`config.mk`:
```
export PLATFORM = sky130hd
export DESIGN_NAME = quick_spi_master
export DESIGN_NICKNAME = d
export VERILOG_FILES = /design/src/rtl/quick_spi_pkg.sv /design/src/rtl/quick_spi_sclk_gen.sv /design/src/rtl/quick_spi_master.sv
export SDC_FILE = /design/constraint.sdc
export NUM_CORES = 1
export LEC_CHECK = 0
export ABC_AREA = 1
export BUFFER_PORTS_ARGS = -buffer_cell sky130_fd_sc_hd__buf_2
export CORE_ASPECT_RATIO = 0.75
export CORE_UTILIZATION = 56
export DETAILED_ROUTE_END_ITERATION = 10
export HOLD_SLACK_MARGIN = 0.06
export PLACE_DENSITY = 0.85
export SYNTH_ARGS = -nofsm -noshare
export SYNTH_HDL_FRONTEND = slang
export SYNTH_SLANG_ARGS = --single-unit
```
`constraint.sdc`:
```
create_clock -name clk -period 2.2 [get_ports clk]
set_input_delay 0.44 -clock clk [delete_from_list [all_inputs] [get_ports clk]]
set_output_delay 0.44 -clock clk [all_outputs]
set_load 0.02 [all_outputs]
```
`src/rtl/quick_spi_pkg.sv`:
```
// Shared definitions for the quick SPI master: FSM state encoding and
// the operation select values.
package quick_spi_pkg;

  typedef enum logic [1:0] {
    IDLE  = 2'd0,
    SETUP = 2'd1,
    SHIFT = 2'd2,
    DONE  = 2'd3
  } state_e;

  localparam logic OP_WRITE = 1'b0;
  localparam logic OP_READ  = 1'b1;

endpackage

```
`src/rtl/quick_spi_sclk_gen.sv`:
```
// SPI clock generator: sclk toggles on every clk while run is high and
// reports which SPI edge (shift or sample) each toggle represents.
module quick_spi_sclk_gen #(
  parameter bit CPOL = 1'b0,
  parameter bit CPHA = 1'b0
) (
  input  logic clk,
  input  logic reset_n,
  input  logic run,
  output logic sclk,
  output logic shift_strobe,
  output logic sample_strobe
);

  logic sclk_q;
  logic sclk_d;
  logic leading;
  logic trailing;

  always_comb begin
    sclk_d = run ? ~sclk_q : CPOL;
  end

  // A toggle away from the idle level is the leading edge.
  assign leading  = run && (sclk_q == CPOL);
  assign trailing = run && (sclk_q != CPOL);

  assign shift_strobe  = CPHA ? leading : trailing;
  assign sample_strobe = CPHA ? trailing : leading;
  assign sclk          = sclk_q;

  always_ff @(posedge clk or negedge reset_n) begin
    if (!reset_n) begin
      sclk_q <= CPOL;
    end else begin
      sclk_q <= sclk_d;
    end
  end

endmodule

```
`src/rtl/quick_spi_master.sv`:
```
// Byte-oriented SPI master: 16-bit writes, 8-bit command + 8-bit response reads.
// Define QUICK_SPI_LSB_FIRST_EN to shift all data LSB first instead of MSB first.
module quick_spi_master
  import quick_spi_pkg::*;
#(
  parameter int NUM_SLAVES = 2,
  parameter int SLAVE_ID_W = 2,
  parameter int OUT_W      = 16,
  parameter int CMD_W      = 8,
  parameter int IN_W       = 8,
  parameter bit CPOL       = 1'b0,
  parameter bit CPHA       = 1'b0
) (
  input  logic                  clk,
  input  logic                  reset_n,
  input  logic                  enable,
  input  logic                  start_transaction,
  input  logic [SLAVE_ID_W-1:0] slave,
  input  logic                  operation,
  input  logic [OUT_W-1:0]      outgoing_data,
  input  logic                  miso,
  output logic                  end_of_transaction,
  output logic [IN_W-1:0]       incoming_data,
  output logic                  mosi,
  output logic                  sclk,
  output logic [NUM_SLAVES-1:0] ss_n
);

  localparam int MAX_BITS = (OUT_W > CMD_W + IN_W) ? OUT_W : CMD_W + IN_W;
  localparam int CNT_W    = $clog2(2 * MAX_BITS) + 1;

  state_e                state_q, state_d;
  logic                  op_q, op_d;
  logic [OUT_W-1:0]      tx_q, tx_d;
  logic [IN_W-1:0]       rx_q, rx_d;
  logic [CNT_W-1:0]      edge_cnt_q, edge_cnt_d;
  logic                  mosi_q, mosi_d;
  logic [NUM_SLAVES-1:0] ss_n_q, ss_n_d;
  logic                  eot_q, eot_d;
  logic [IN_W-1:0]       incoming_q, incoming_d;

  logic             accept;
  logic             run;
  logic             shift_strobe;
  logic             sample_strobe;
  logic [CNT_W-1:0] total_edges;
  logic [OUT_W-1:0] word_ord;
  logic [CMD_W-1:0] cmd_ord;
  logic [OUT_W-1:0] tx_load;

  // word_ord/cmd_ord hold the outgoing bits in transmit order, first bit at the MSB.
`ifdef QUICK_SPI_LSB_FIRST_EN
  for (genvar gi = 0; gi < OUT_W; gi++) begin : g_rev_word
    assign word_ord[gi] = outgoing_data[OUT_W-1-gi];
  end
  for (genvar gi = 0; gi < CMD_W; gi++) begin : g_rev_cmd
    assign cmd_ord[gi] = outgoing_data[CMD_W-1-gi];
  end
`else
  assign word_ord = outgoing_data;
  assign cmd_ord  = outgoing_data[OUT_W-1 -: CMD_W];
`endif

  // Reads place the command at the top; zeros fill behind it so mosi idles low while reading.
  assign tx_load = (operation == OP_READ) ? (OUT_W'(cmd_ord) << (OUT_W - CMD_W)) : word_ord;

  assign accept = (state_q == IDLE) && enable && start_transaction &&
                  ({{(32-SLAVE_ID_W){1'b0}}, slave} < 32'(NUM_SLAVES));

  assign total_edges = (op_q == OP_READ) ? CNT_W'(2 * (CMD_W + IN_W)) : CNT_W'(2 * OUT_W);

  assign run = (state_d == SHIFT);

  quick_spi_sclk_gen #(
    .CPOL (CPOL),
    .CPHA (CPHA)
  ) u_sclk_gen (
    .clk           (clk),
    .reset_n       (reset_n),
    .run           (run),
    .sclk          (sclk),
    .shift_strobe  (shift_strobe),
    .sample_strobe (sample_strobe)
  );

  always_ff @(posedge clk or negedge reset_n) begin
    if (!reset_n) begin
      state_q <= IDLE;
    end else begin
      state_q <= state_d;
    end
  end

  always_comb begin
    state_d = state_q;
    case (state_q)
      IDLE:    if (accept) state_d = SETUP;
      SETUP:   state_d = SHIFT;
      SHIFT:   if (edge_cnt_q == total_edges) state_d = DONE;
      DONE:    state_d = IDLE;
      default: state_d = IDLE;
    endcase
  end

  always_comb begin
    op_d       = op_q;
    tx_d       = tx_q;
    rx_d       = rx_q;
    edge_cnt_d = edge_cnt_q;
    mosi_d     = mosi_q;
    ss_n_d     = ss_n_q;
    incoming_d = incoming_q;
    eot_d      = (state_d == DONE);

    if (accept) begin
      op_d       = operation;
      tx_d       = tx_load;
      edge_cnt_d = '0;
      ss_n_d     = ~(NUM_SLAVES'(1) << slave);
      if (!CPHA) mosi_d = tx_load[OUT_W-1];
    end

    if (run) edge_cnt_d = edge_cnt_q + CNT_W'(1);

    // With CPHA=0 the current bit is already on mosi, so the shift edge presents the next one.
    if (shift_strobe) begin
      mosi_d = CPHA ? tx_q[OUT_W-1] : tx_q[OUT_W-2];
      tx_d   = tx_q << 1;
    end

    if (sample_strobe && (op_q == OP_READ) && (edge_cnt_q >= CNT_W'(2 * CMD_W))) begin
`ifdef QUICK_SPI_LSB_FIRST_EN
      rx_d = {miso, rx_q[IN_W-1:1]};
`else
      rx_d = {rx_q[IN_W-2:0], miso};
`endif
    end

    if (state_d == DONE) begin
      ss_n_d = '1;
      if (op_q == OP_READ) incoming_d = rx_q;
    end
  end

  always_ff @(posedge clk or negedge reset_n) begin
    if (!reset_n) begin
      op_q       <= OP_WRITE;
      tx_q       <= '0;
      rx_q       <= '0;
      edge_cnt_q <= '0;
      mosi_q     <= 1'b0;
      ss_n_q     <= '1;
      eot_q      <= 1'b0;
      incoming_q <= '0;
    end else begin
      op_q       <= op_d;
      tx_q       <= tx_d;
      rx_q       <= rx_d;
      edge_cnt_q <= edge_cnt_d;
      mosi_q     <= mosi_d;
      ss_n_q     <= ss_n_d;
      eot_q      <= eot_d;
      incoming_q <= incoming_d;
    end
  end

  assign mosi               = mosi_q;
  assign ss_n               = ss_n_q;
  assign end_of_transaction = eot_q;
  assign incoming_data      = incoming_q;

endmodule

```
# == After elaboration in Yosys (flattened, before gate mapping) ==
# Cells that the tools add are included.
# totals
output_inout_bits,13
input_bits,24
ff_bits,45
wordCells,47
# classes
addsub,1
bitwise_logic,2
shift,1
mux,13
n_reduce_logical,12
n_eq_ne,6
magnitude_cmp,2
# op_table
op,n
2-to-1 mux 15 bit,2
2-to-1 mux 6 bit,2
== test 2 bit (second input constant),4
2-to-1 mux 2 bit,4
2-to-1 mux 8 bit,1
one-hot mux 2 bit (4 select lines),1
logical AND 1 bit,7
adder 6 x 1 -> 6 bit (second input constant),1
== test 6 bit (second input constant),1
greater-or-equal comparator 6 x 5 -> 1 bit (second input constant),1
nonzero test 2 bit,3
2-to-1 mux 1 bit,3
== test 2 x 1 -> 1 bit (second input constant),1
logical NOT 2 bit,1
less-than comparator 2 bit (second input constant),1
NOT 2 bit,1
AND reduction 2 bit,1
<< shifter 1 x 2 -> 2 bit (first input constant),1
NOT 1 bit,1

# == Logic depth before layout (Yosys ltp) ==
# Gate-level depths: netlist (run 1).
# depth
depth_word,10
mapped_depth,13
ltp_nobuf,13

# == By module ==
# From an unflattened synthesis (run 1), not the netlist that was laid out.
# hier_totals
cells_unflattened,223
hier_area_um2,2023.2
# by_module_without_submodules
module,cells_each,seq_area_each_um2,instances,area_per_inst_um2
quick_spi_master,218,1103.6,1,1980.6
quick_spi_sclk_gen,5,25.0,1,42.5

# == Worst setup path before layout (run 1) ==
# OpenSTA, ideal clock, no wires.
# synth_timing
path_type,register -> register
from,register state_q[0]
to,register incoming_q[0] (netlist: incoming_data[0])
t_required_ns,2.083
arrival_ns,1.431
setup_slack_ns,0.652
path_stages_with_launch,11
setup_ns,0.117
cell_sequence,dfrtp_1 > inv_2 > ha_1 > nor2_2 > nand2_8 > nand2_4 > nand2_4 > inv_4 > nand2_4 > nand2_1 > nand2_1
# synth_between
elab_chain_cells,8
# synth_rtl
element,line,source
from (decl),quick_spi_master.sv:32,"state_e state_q, state_d;"
from (signal assigned),quick_spi_master.sv:90,state_q <= state_d;
logical NOT 2 bit,"quick_spi_master.sv:67, quick_spi_master.sv:96",
logical AND 1 bit (3 in series),quick_spi_master.sv:67,assign accept = (state_q == IDLE) && enable && start_transaction &&
2-to-1 mux 2 bit,quick_spi_master.sv:97,IDLE: if (accept) state_d = SETUP;
one-hot mux 2 bit (4 select lines) (*),quick_spi_master.sv:96,case (state_q)
via state_d[0],quick_spi_master.sv:32,
== test 2 bit (*),-,
via eot_d,quick_spi_master.sv:39,"logic eot_q, eot_d;"
AND reduction 2 bit (no source line) (*),-,
to (signal assigned),quick_spi_master.sv:163,incoming_q <= incoming_d;
to (decl),quick_spi_master.sv:40,"logic [IN_W-1:0] incoming_q, incoming_d;"
# Mark *: on every way through the listed nets, which the timed path passes. The rest lies on a longest branch.
# A chain may end at the register's enable or synchronous reset.

# == Worst setup path in the final report (run 1) ==
# layout_timing
from,register u_sclk_gen.sclk_q (netlist: u_sclk_gen.sclk)
to,output port sclk
# layout_lines
element,line,source
from (decl),quick_spi_sclk_gen.sv:15,logic sclk_q;
from (signal assigned),quick_spi_sclk_gen.sv:36,sclk_q <= sclk_d;
to (decl),quick_spi_master.sv:25,"output logic sclk,"
# No word-level cell between the ends.

==> results of run 1 <==
==> logic make-up (layout without fill, tap and decap cells) <==
family                   count (synthesis)  count (layout)  synth area share (%)
AO/OA/AOI/OAI                           18              18                  5.73
XOR/XNOR                                 4               4                  1.56
adder cells (fa/ha/maj)                  4               4                  2.23
buffers and inverters                   34              74                  6.40
flip-flops                              45              45                  50.2
AND/OR/NAND/NOR                        136             136                  33.9
==> how the worst max path moves through the flow <==
stage | end | cells after the start
global placement | incoming_data[6] | 11
finish | sclk | 1
global route | sclk | 1
detailed placement | incoming_data[7] | 11
floorplan | incoming_data[0] | 10
CTS | sclk | 1
==> area by class of cell <==
| type | count | area [um2] | area share [%] |
|---|---|---|---|
| timing repair buffer | 40 | 210 | 8.11 |
| clock buffer | 6 | 72.6 | 2.80 |
| sequential | 45 | 1130 | 43.6 |
| tap | 52 | 65.1 | 2.51 |
| inverter | 26 | 100 | 3.86 |
| clock inverter | 2 | 38.8 | 1.50 |
| multi-input combinational | 162 | 976 | 37.7 |
==> state kept, by name (all words and copies together) (netlist names) <==
name / count
edge_cnt_q: 6
op_q: 1
u_sclk_gen.sclk: 1
incoming_data: 8
state_q: 2
end_of_transaction: 1
tx_q: 15
ss_n: 2
rx_q: 8
mosi: 1
==> metal layers <==
metal / vias up / global-route usage, % / part of all wire, %
li1: 887 / - / -
met1: 850 / 33.8 / 45
met2: 74 / 39.5 / 47
met3: 7 / 5.57 / 6.4
met4: 0 / 9.79 / 1.3
met5: - / 0 / 0
==> power breakdown <==
group	switching, mW	internal, mW
clock	0.280	0.341
combinational	1.10	0.548
sequential	0.267	1.17
==> cell usage after synthesis, types with 3 or more instances <==
master    count  area, um2
inv_2         9       33.8
clkbuf_1      4       15.0
o21bai_1      8       60.1
ha_1          4       50.1
o21ai_1       3       15.0
inv_1        16       60.1
nand4_1      15       93.8
nand2_4       5       56.3
nand2_1      58        218
xor2_1        3       26.3
o22ai_1       3       18.8
dfrtp_1      43       1080
nor2_1        3       11.3
nand3_1      42        210
==> stage by stage <==
stage	total power, mW	worst slack (ns)	hold slack (ns)
2_1_floorplan	2.66	0.652	0.144
3_3_place_gp	3.02	0.477	0.454
3_5_place_dp	3.10	0.406	0.455
4_1_cts	3.73	0.276	0.142
5_1_grt	3.98	0.208	0.170
6_report	3.71	0.281	0.134
==> layout by cell type, fill, tap and decap left out, types with 2 or more instances in the layout <==
cell and n:
buf_2 36, buf_4 4, clkbuf_8 5, dfrtp_1 43
dfstp_2 2, ha_1 4, inv_1 16, inv_2 9
nand2_1 58, nand2_4 5, nand3_1 42, nand4_1 15
nand4_4 2, nor2_1 3, nor2_8 2, o21ai_1 3
o21bai_1 8, o22ai_1 3, xor2_1 3
==> impl_metrics.py, run 1 <==
metrics = {
    "yosys": {
        "synth_cell_types": 35,
        "syn_area_per_cell_um2": 9.33,
        "syn_area_mm2": 0.00225,
        "syn-num-nets": 269,
        "synth_seq_cells": 45,
        "synthCells": 241,
        "async_flop_share_pct": 100,
        "yosysWarnings": 0,
        "synthFlopType": "dfrtp_1",
        "synth_edf_count": 0,
        "ys_seq_area_share_pct": 50.2,
    },
    "worst_setup_path": {
        "cp-start-kind": "flip-flop",
        "critPathCaptureType": "output pin",
        "slowest_stage": "dfrtp_1",
        "r2r-start": "state_q[0]",
        "rrSetupSlack_ns": 0.38,
        "path_max_fanout": 19,
        "reg2reg_depth": 9,
        "path_buf_inv": 1,
        "critPathKind": "reg -> out",
        "arrival_ns": 1.48,
        "startpoint": "u_sclk_gen.sclk",
        "required_ns": 1.76,
        "cp_cell_sequence": "buf_2",
        "path_delay_family": "flip-flops",
        "slowest_delay_ns": 0.88,
        "rr_endpoint": "rx_q[7]",
    },
    "detailed_routing": {
        "vias": 1818,
        "dr.pass1.iters": 4,
        "drt_wl_total_mm": 4.76,
        "via_per_inst": 5.46,
        "drtIter0Drc": 111,
        "wl_per_cell_um": 14.3,
        "drc": 0,
        "ant_nets": 0,
    },
    "floorplan": {
        "io_pins": 37,
        "initial_core_util_pct": 59.9,
        "die_area_mm2": 0.00428,
        "die_h_um": 56.9,
        "row_count": 19,
        "die_x_um": 75.2,
        "core_area_mm2": 0.00376,
    },
    "sta": {
        "max_freq_mhz": 521,
        "fin_skew_ns": 0.00588,
        "setup_violations": 0,
        "tightest_slew_ns": 0.823,
        "finalCritPeriodShare_pct": 87.2,
        "fin_crit_ns": 1.92,
        "slew_viol_final": 0,
        "slew_headroom_pct": 45.2,
        "tns_ns": 0,
        "hold_viol_final": 0,
        "rsz0062_at_grt": "no",
    },
    "clock_network": {
        "htreeDepth": 2,
        "clk-insertion-delay-late_ns": 0.30,
        "clock_path_buffers": 2,
        "cts_buffers": 5,
        "path_clk_slew_ns": 0.08,
        "post_cts_resize_count": 0,
        "postCtsSetupRepairBufs": 0,
        "postCtsHoldBufs": 0,
        "root_buffer": "clkbuf_8",
        "cts_tree": "done",
        "clock-sinks": 45,
    },
    "min_path": {
        "hp-class": "in -> async",
    },
    "layout": {
        "nets": 308,
        "num-fill-cells": 304,
        "final_cells": 333,
        "design_area_mm2": 0.00259,
        "drive_gt1_share_pct": 27.0,
        "utilization_pct": 69.0,
        "diodes": 0,
        "area_growth_pct": 15.2,
    },
    "global_route": {
        "overflow": 0,
        "grt_usage_pct": 25.2,
        "grt_max_degree": 27,
        "antenna_found_initial": 0,
        "grt_pass1_wl_mm": 7.93,
        "grt_pass1_vias": 1769,
    },
    "placement": {
        "placed_cell_area_mm2": 0.00248,
        "placedCellCount": 325,
        "place_hpwl_mm": 3.35,
        "io_buffers": 36,
        "gp_congestion": 0.765,
    },
    "flow_run": {
        "maxCapViolCount": 0,
    },
    "outcome": {
        "status": "finished, final reports clean",
    },
    "power_and_ir_drop": {
        "power_density_mw_per_mm2": 1430,
        "ir_drop_mv": 0.792,
        "power_leakage_nw": 1.31,
    },
}
(Power assumes the default switching activity.)
==> inputs of run 2 (changes only) <==
Settings changed: ABC_AREA 1 to unset, CORE_UTILIZATION 56 to 55.
==> impl_metrics.py, run 2 <==
metrics = {
    "outcome": {
        "status": "finished, final reports clean",
    },
    "detailed_routing": {
        "ant_nets": 0,
        "drt_wl_total_mm": 3.68,
        "wl_per_cell_um": 13.2,
        "drc": 0,
        "via_per_inst": 5.25,
        "drtIter0Drc": 56,
        "dr.pass1.iters": 4,
        "vias": 1464,
    },
    "sta": {
        "max_freq_mhz": 488,
        "hold_viol_final": 0,
        "finalCritPeriodShare_pct": 93.1,
        "whs_ns": 0.220,
        "tns_ns": 0,
        "slew_headroom_pct": 48.8,
        "setup_violations": 0,
        "rsz0062_at_grt": "no",
        "slew_viol_final": 0,
        "tightest_slew_ns": 0.768,
        "fin_crit_ns": 2.05,
        "fin_skew_ns": 0.00625,
    },
    "layout": {
        "diodes": 0,
        "drive_gt1_share_pct": 37.4,
        "final_common_cell": "dfrtp_1",
        "nets": 255,
        "largest_reg_flops": 15,
        "area_growth_pct": 17.0,
        "final_cell_mix": "43 x dfrtp_1, 36 x buf_2, 32 x nand2_1",
        "top_register": "tx_q",
        "num-fill-cells": 288,
    },
    "min_path": {
        "hp-class": "in -> async",
    },
    "worst_setup_path": {
        "cp-start-kind": "flip-flop",
        "r2r-start": "state_q[0]",
        "required_ns": 2.38,
        "critPathKind": "reg -> reg",
        "startpoint": "state_q[0]",
        "critPathCaptureType": "flip-flop",
        "path_max_fanout": 10,
        "arrival_ns": 2.22,
    },
    "flow_run": {
        "maxCapViolCount": 0,
    },
    "clock_network": {
        "postCtsSetupRepairBufs": 0,
        "clk-insertion-delay-late_ns": 0.29,
        "htreeDepth": 2,
        "root_buffer": "clkbuf_8",
        "post_cts_resize_count": 0,
        "path_clk_slew_ns": 0.08,
        "cts_tree": "done",
        "postCtsHoldBufs": 0,
        "clock_path_buffers": 2,
        "clock-sinks": 45,
        "cts_buffers": 5,
    },
    "global_route": {
        "antenna_found_initial": 0,
        "grt_usage_pct": 21.0,
        "overflow": 0,
        "grt_pass1_wl_mm": 6.56,
        "grt_pass1_vias": 1522,
        "grt_max_degree": 37,
    },
    "power_and_ir_drop": {
        "power_leakage_nw": 1.29,
        "ir_drop_mv": 0.622,
        "power_density_mw_per_mm2": 1190,
    },
    "placement": {
        "place_hpwl_mm": 2.66,
        "gp_congestion": 0.800,
        "io_buffers": 36,
    },
    "floorplan": {
        "die_x_um": 73.8,
        "die_area_mm2": 0.00412,
        "initial_core_util_pct": 57.7,
        "io_pins": 37,
        "die_h_um": 55.8,
        "core_area_mm2": 0.00368,
        "row_count": 19,
    },
    "yosys": {
        "ys_top_cells_by_count": "43 x dfrtp_1, 32 x nand2_1, 23 x mux2_2",
        "ys_seq_area_share_pct": 53.1,
        "synth.top_cell.area_share_pct": 50.6,
        "synth_edf_count": 0,
        "synthCells": 184,
        "synth_seq_cells": 45,
        "synth_cell_types": 39,
        "synthFlopType": "dfrtp_1",
        "synth.most_common_cell": "dfrtp_1",
        "syn_area_mm2": 0.00213,
        "yosys.area.top_type": "dfrtp_1",
        "syn_area_per_cell_um2": 11.6,
        "yosysWarnings": 0,
        "async_flop_share_pct": 100,
        "syn-num-nets": 212,
        "synth_area_leaders": "dfrtp_1 51%, mux2_2 12%, nand2_1 5.7%, mux2i_1 3.8%, nor3b_1 2.8%",
    },
}
-- run 2: cell types whose count changed after synthesis, moves of 9 or more --
cell and change:
nand3_1 -39, nand2_1 -26, mux2_2 +23, nand4_1 -15, inv_2 -9
-- run 2: routing by layer --
layer	global-route usage (%)	up-vias	part of all wire (%)
met4	7.42	0	1.4
met3	4.89	5	3.2
li1	-	708	-
met1	27.6	720	48
met5	0	-	0
met2	33.9	31	47
-- run 2: kinds of logic after synthesis --
| logic type | after synthesis | synth area share (%) |
|---|---|---|
| and+or+nand+nor | 62 | 15.5 |
| xor gates and xnor gates | 3 | 1.24 |
| buffers and inverters | 20 | 4.65 |
| muxes | 33 | 17.4 |
| DFF | 45 | 53.1 |
| adders and majority gates | 4 | 2.35 |
| AOI/OAI and AO/OA | 17 | 5.77 |
-- run 2: cell type report --
| class | count | area, um2 | area share, % |
|---|---|---|---|
| flip-flops and latches | 45 | 1130 | 45.4 |
| multi-input cells | 119 | 901 | 36.2 |
| repair buffers | 45 | 248 | 9.96 |
| clock buffers | 5 | 68.8 | 2.77 |
| well taps | 52 | 65.1 | 2.62 |
| inverters | 11 | 41.3 | 1.66 |
| clock inverters | 2 | 35.0 | 1.41 |
-- run 2: worst max-delay path, cell delays in order (launching register included) --
cell,delay (ns)
dfrtp_1,0.37
inv_1,0.07
ha_1,0.24
o21ai_0,0.21
and2_1,0.37
nand4_4,0.27
buf_4,0.27
mux2i_1,0.12
-- run 2: power breakdown --
group | total (mW) | internal [mW] | switching [mW] | leakage [nW]
Sequential | 1.26 | 1.09 | 0.166 | 0.592
Combinational | 1.12 | 0.538 | 0.581 | 0.649
Clock | 0.585 | 0.330 | 0.255 | 0.0540
Total | 2.96 | 1.96 | 1.00 | 1.29
-- run 2: stage by stage --
stage          total power, mW  area [um2]  setup slack, ns  util, %  cells
3_3_place_gp              2.35        2380           0.0788     64.6    272
3_5_place_dp              2.39        2380           0.0181     64.6    272
4_1_cts                   2.98        2480          0.00643     67.4    279
5_1_grt                   3.18        2490           0.0652     67.5    279
2_1_floorplan             2.08        2130            0.200        -    184
6_report                  2.96        2490            0.151     67.5    279
-- run 2: final timing paths --
check                                    to  slack (ns)  depth (start not counted)
setup reg to reg                    tx_q[2]        0.15                          7
hold reg to reg            incoming_data[5]        0.50                          1
max in group asynchronous     edge_cnt_q[1]        1.38                          2
min in group clk                    rx_q[0]        0.38                          2
setup / recovery                    tx_q[2]        0.15                          7
hold / removal             incoming_data[5]        0.22                          1
==> inputs of run 3 (changes only) <==
==> constraint.sdc (replaced) <==
create_clock -name clk -period 2.2 [get_ports clk]
set_input_delay 0.11 -clock clk [delete_from_list [all_inputs] [get_ports clk]]
set_output_delay 0.11 -clock clk [all_outputs]
set_load 0.02 [all_outputs]
==> impl_metrics.py, run 3 (synthesis results as in run 2) <==
metrics = {
    "sta": {
        "whs_ns": 0.117,
        "slew_headroom_pct": 78.7,
        "finalCritPeriodShare_pct": 93.7,
        "max_freq_mhz": 485,
        "timing.final.ws_setup_ns": 0.139,
        "fin_skew_ns": 0.00702,
        "tightest_slew_ns": 0.319,
        "slew_viol_final": 0,
        "tns_ns": 0,
        "hold_viol_final": 0,
        "rsz0062_at_grt": "no",
        "setup_violations": 0,
        "fin_crit_ns": 2.06,
    },
    "placement": {
        "dp_slack_ns": 0.0130,
        "gp_congestion": 0.837,
        "placed_cell_area_mm2": 0.00239,
        "io_buffers": 36,
        "place_hpwl_mm": 2.78,
        "placedCellCount": 273,
    },
    "power_and_ir_drop": {
        "power_density_mw_per_mm2": 1180,
        "power_leakage_nw": 1.31,
        "power_mw": 2.97,
        "ir_drop_mv": 0.790,
    },
    "layout": {
        "drive_gt1_share_pct": 37.4,
        "final_cells": 282,
        "seqCellArea_mm2": 0.00113,
        "diodes": 0,
        "multi_input_area_um2": 901,
        "num-fill-cells": 286,
        "final_common_cell": "dfrtp_1",
        "design_area_mm2": 0.00251,
        "largest_reg_flops": 15,
        "area_growth_pct": 18.3,
        "utilization_pct": 68.3,
        "final_cell_mix": "43 x dfrtp_1, 36 x buf_2, 32 x nand2_1",
        "top_register": "tx_q",
        "nets": 258,
    },
    "global_route": {
        "overflow": 0,
        "grt_pass1_vias": 1523,
        "antenna_found_initial": 0,
        "grt_usage_pct": 21.3,
        "grt_max_degree": 31,
        "grt_pass1_wl_mm": 6.65,
    },
    "floorplan": {
        "die_h_um": 55.8,
        "die_area_mm2": 0.00412,
        "initial_core_util_pct": 57.7,
        "io_pins": 37,
        "die_x_um": 73.8,
        "core_area_mm2": 0.00368,
        "row_count": 19,
    },
    "clock_network": {
        "path_clk_slew_ns": 0.08,
        "cts_buffers": 5,
        "clock_path_buffers": 2,
        "clock-sinks": 45,
        "clk-insertion-delay-late_ns": 0.29,
        "cts_tree": "done",
        "root_buffer": "clkbuf_8",
        "htreeDepth": 2,
    },
    "detailed_routing": {
        "drt_wl_total_mm": 3.79,
        "wl_per_cell_um": 13.4,
        "drtIter0Drc": 90,
        "drc": 0,
        "vias": 1478,
        "ant_nets": 0,
        "dr.pass1.iters": 4,
        "via_per_inst": 5.24,
    },
    "worst_setup_path": {
        "startpoint": "edge_cnt_q[1]",
        "reg2reg_depth": 6,
        "critPathCaptureType": "flip-flop",
        "rr_endpoint": "incoming_data[1]",
        "critical_path.endpoint": "incoming_data[1]",
        "path_max_fanout": 8,
        "required_ns": 2.38,
        "cp-start-kind": "flip-flop",
        "arrival_ns": 2.24,
        "r2r-start": "edge_cnt_q[1]",
        "critPathKind": "reg -> reg",
        "rrSetupSlack_ns": 0.14,
    },
    "outcome": {
        "status": "finished, final reports clean",
    },
    "flow_run": {
        "maxCapViolCount": 0,
    },
    "min_path": {
        "hp-class": "in -> reg",
        "min_from": "slave[0]",
    },
}
-- run 3: changes by cell type in the layout (fill, tap and decap cells not counted) --
cell           change
buf_4              +1
dlygate4sd3_1      +2
-- run 3: area by class of cell --
cell class,instances,area share (%)
Sequential cell,45,44.9
Multi-Input combinational cell,119,35.8
Timing Repair Buffer,48,10.9
Clock buffer,5,2.74
Tap cell,52,2.59
Inverter,11,1.64
Clock inverter,2,1.39
-- run 3: where the power goes --
part	total [mW]	internal, mW	switching, mW
logic	1.12	0.544	0.577
clock network	0.588	0.330	0.257
registers	1.26	1.09	0.166
total	2.97	1.97	1.00
-- run 3: metal layers --
metal | vias to the layer above | share of wire [%] | track usage (%)
met2 | 38 | 48 | 34.7
met4 | 0 | 1.8 | 6.32
met1 | 716 | 47 | 27.9
met5 | - | 0 | 0
li1 | 716 | - | -
met3 | 8 | 3.7 | 5.62
-- run 3: what timing repair did --
action                                  CTS  global route
hold buffers                              2             0
buffers inserted                          0             0
pin swaps                                 0             1
endpoints found under the setup margin    1             1
gates resized for setup                   1             1
endpoints found under the hold margin    44             0
-- run 3: worst min-delay path by stage --
stage | endpoint | slack (ns) | cells after the start
2_1_floorplan | edge_cnt_q[0] | -0.19 | 0
3_5_place_dp | incoming_data[6] | -0.05 | 1
5_1_grt | ss_n[0] | 0.13 | 3
3_3_place_gp | incoming_data[7] | -0.05 | 1
4_1_cts | ss_n[0] | 0.11 | 3
6_report | ss_n[0] | 0.12 | 3
-- run 3: worst max-delay path, cell delays in order (launching register included) --
cell and delay [ns]:
dfrtp_1 0.39, inv_1 0.07, ha_1 0.13, or3b_4 0.39, or2_4 0.28, a21oi_4 0.31, mux2_2 0.38
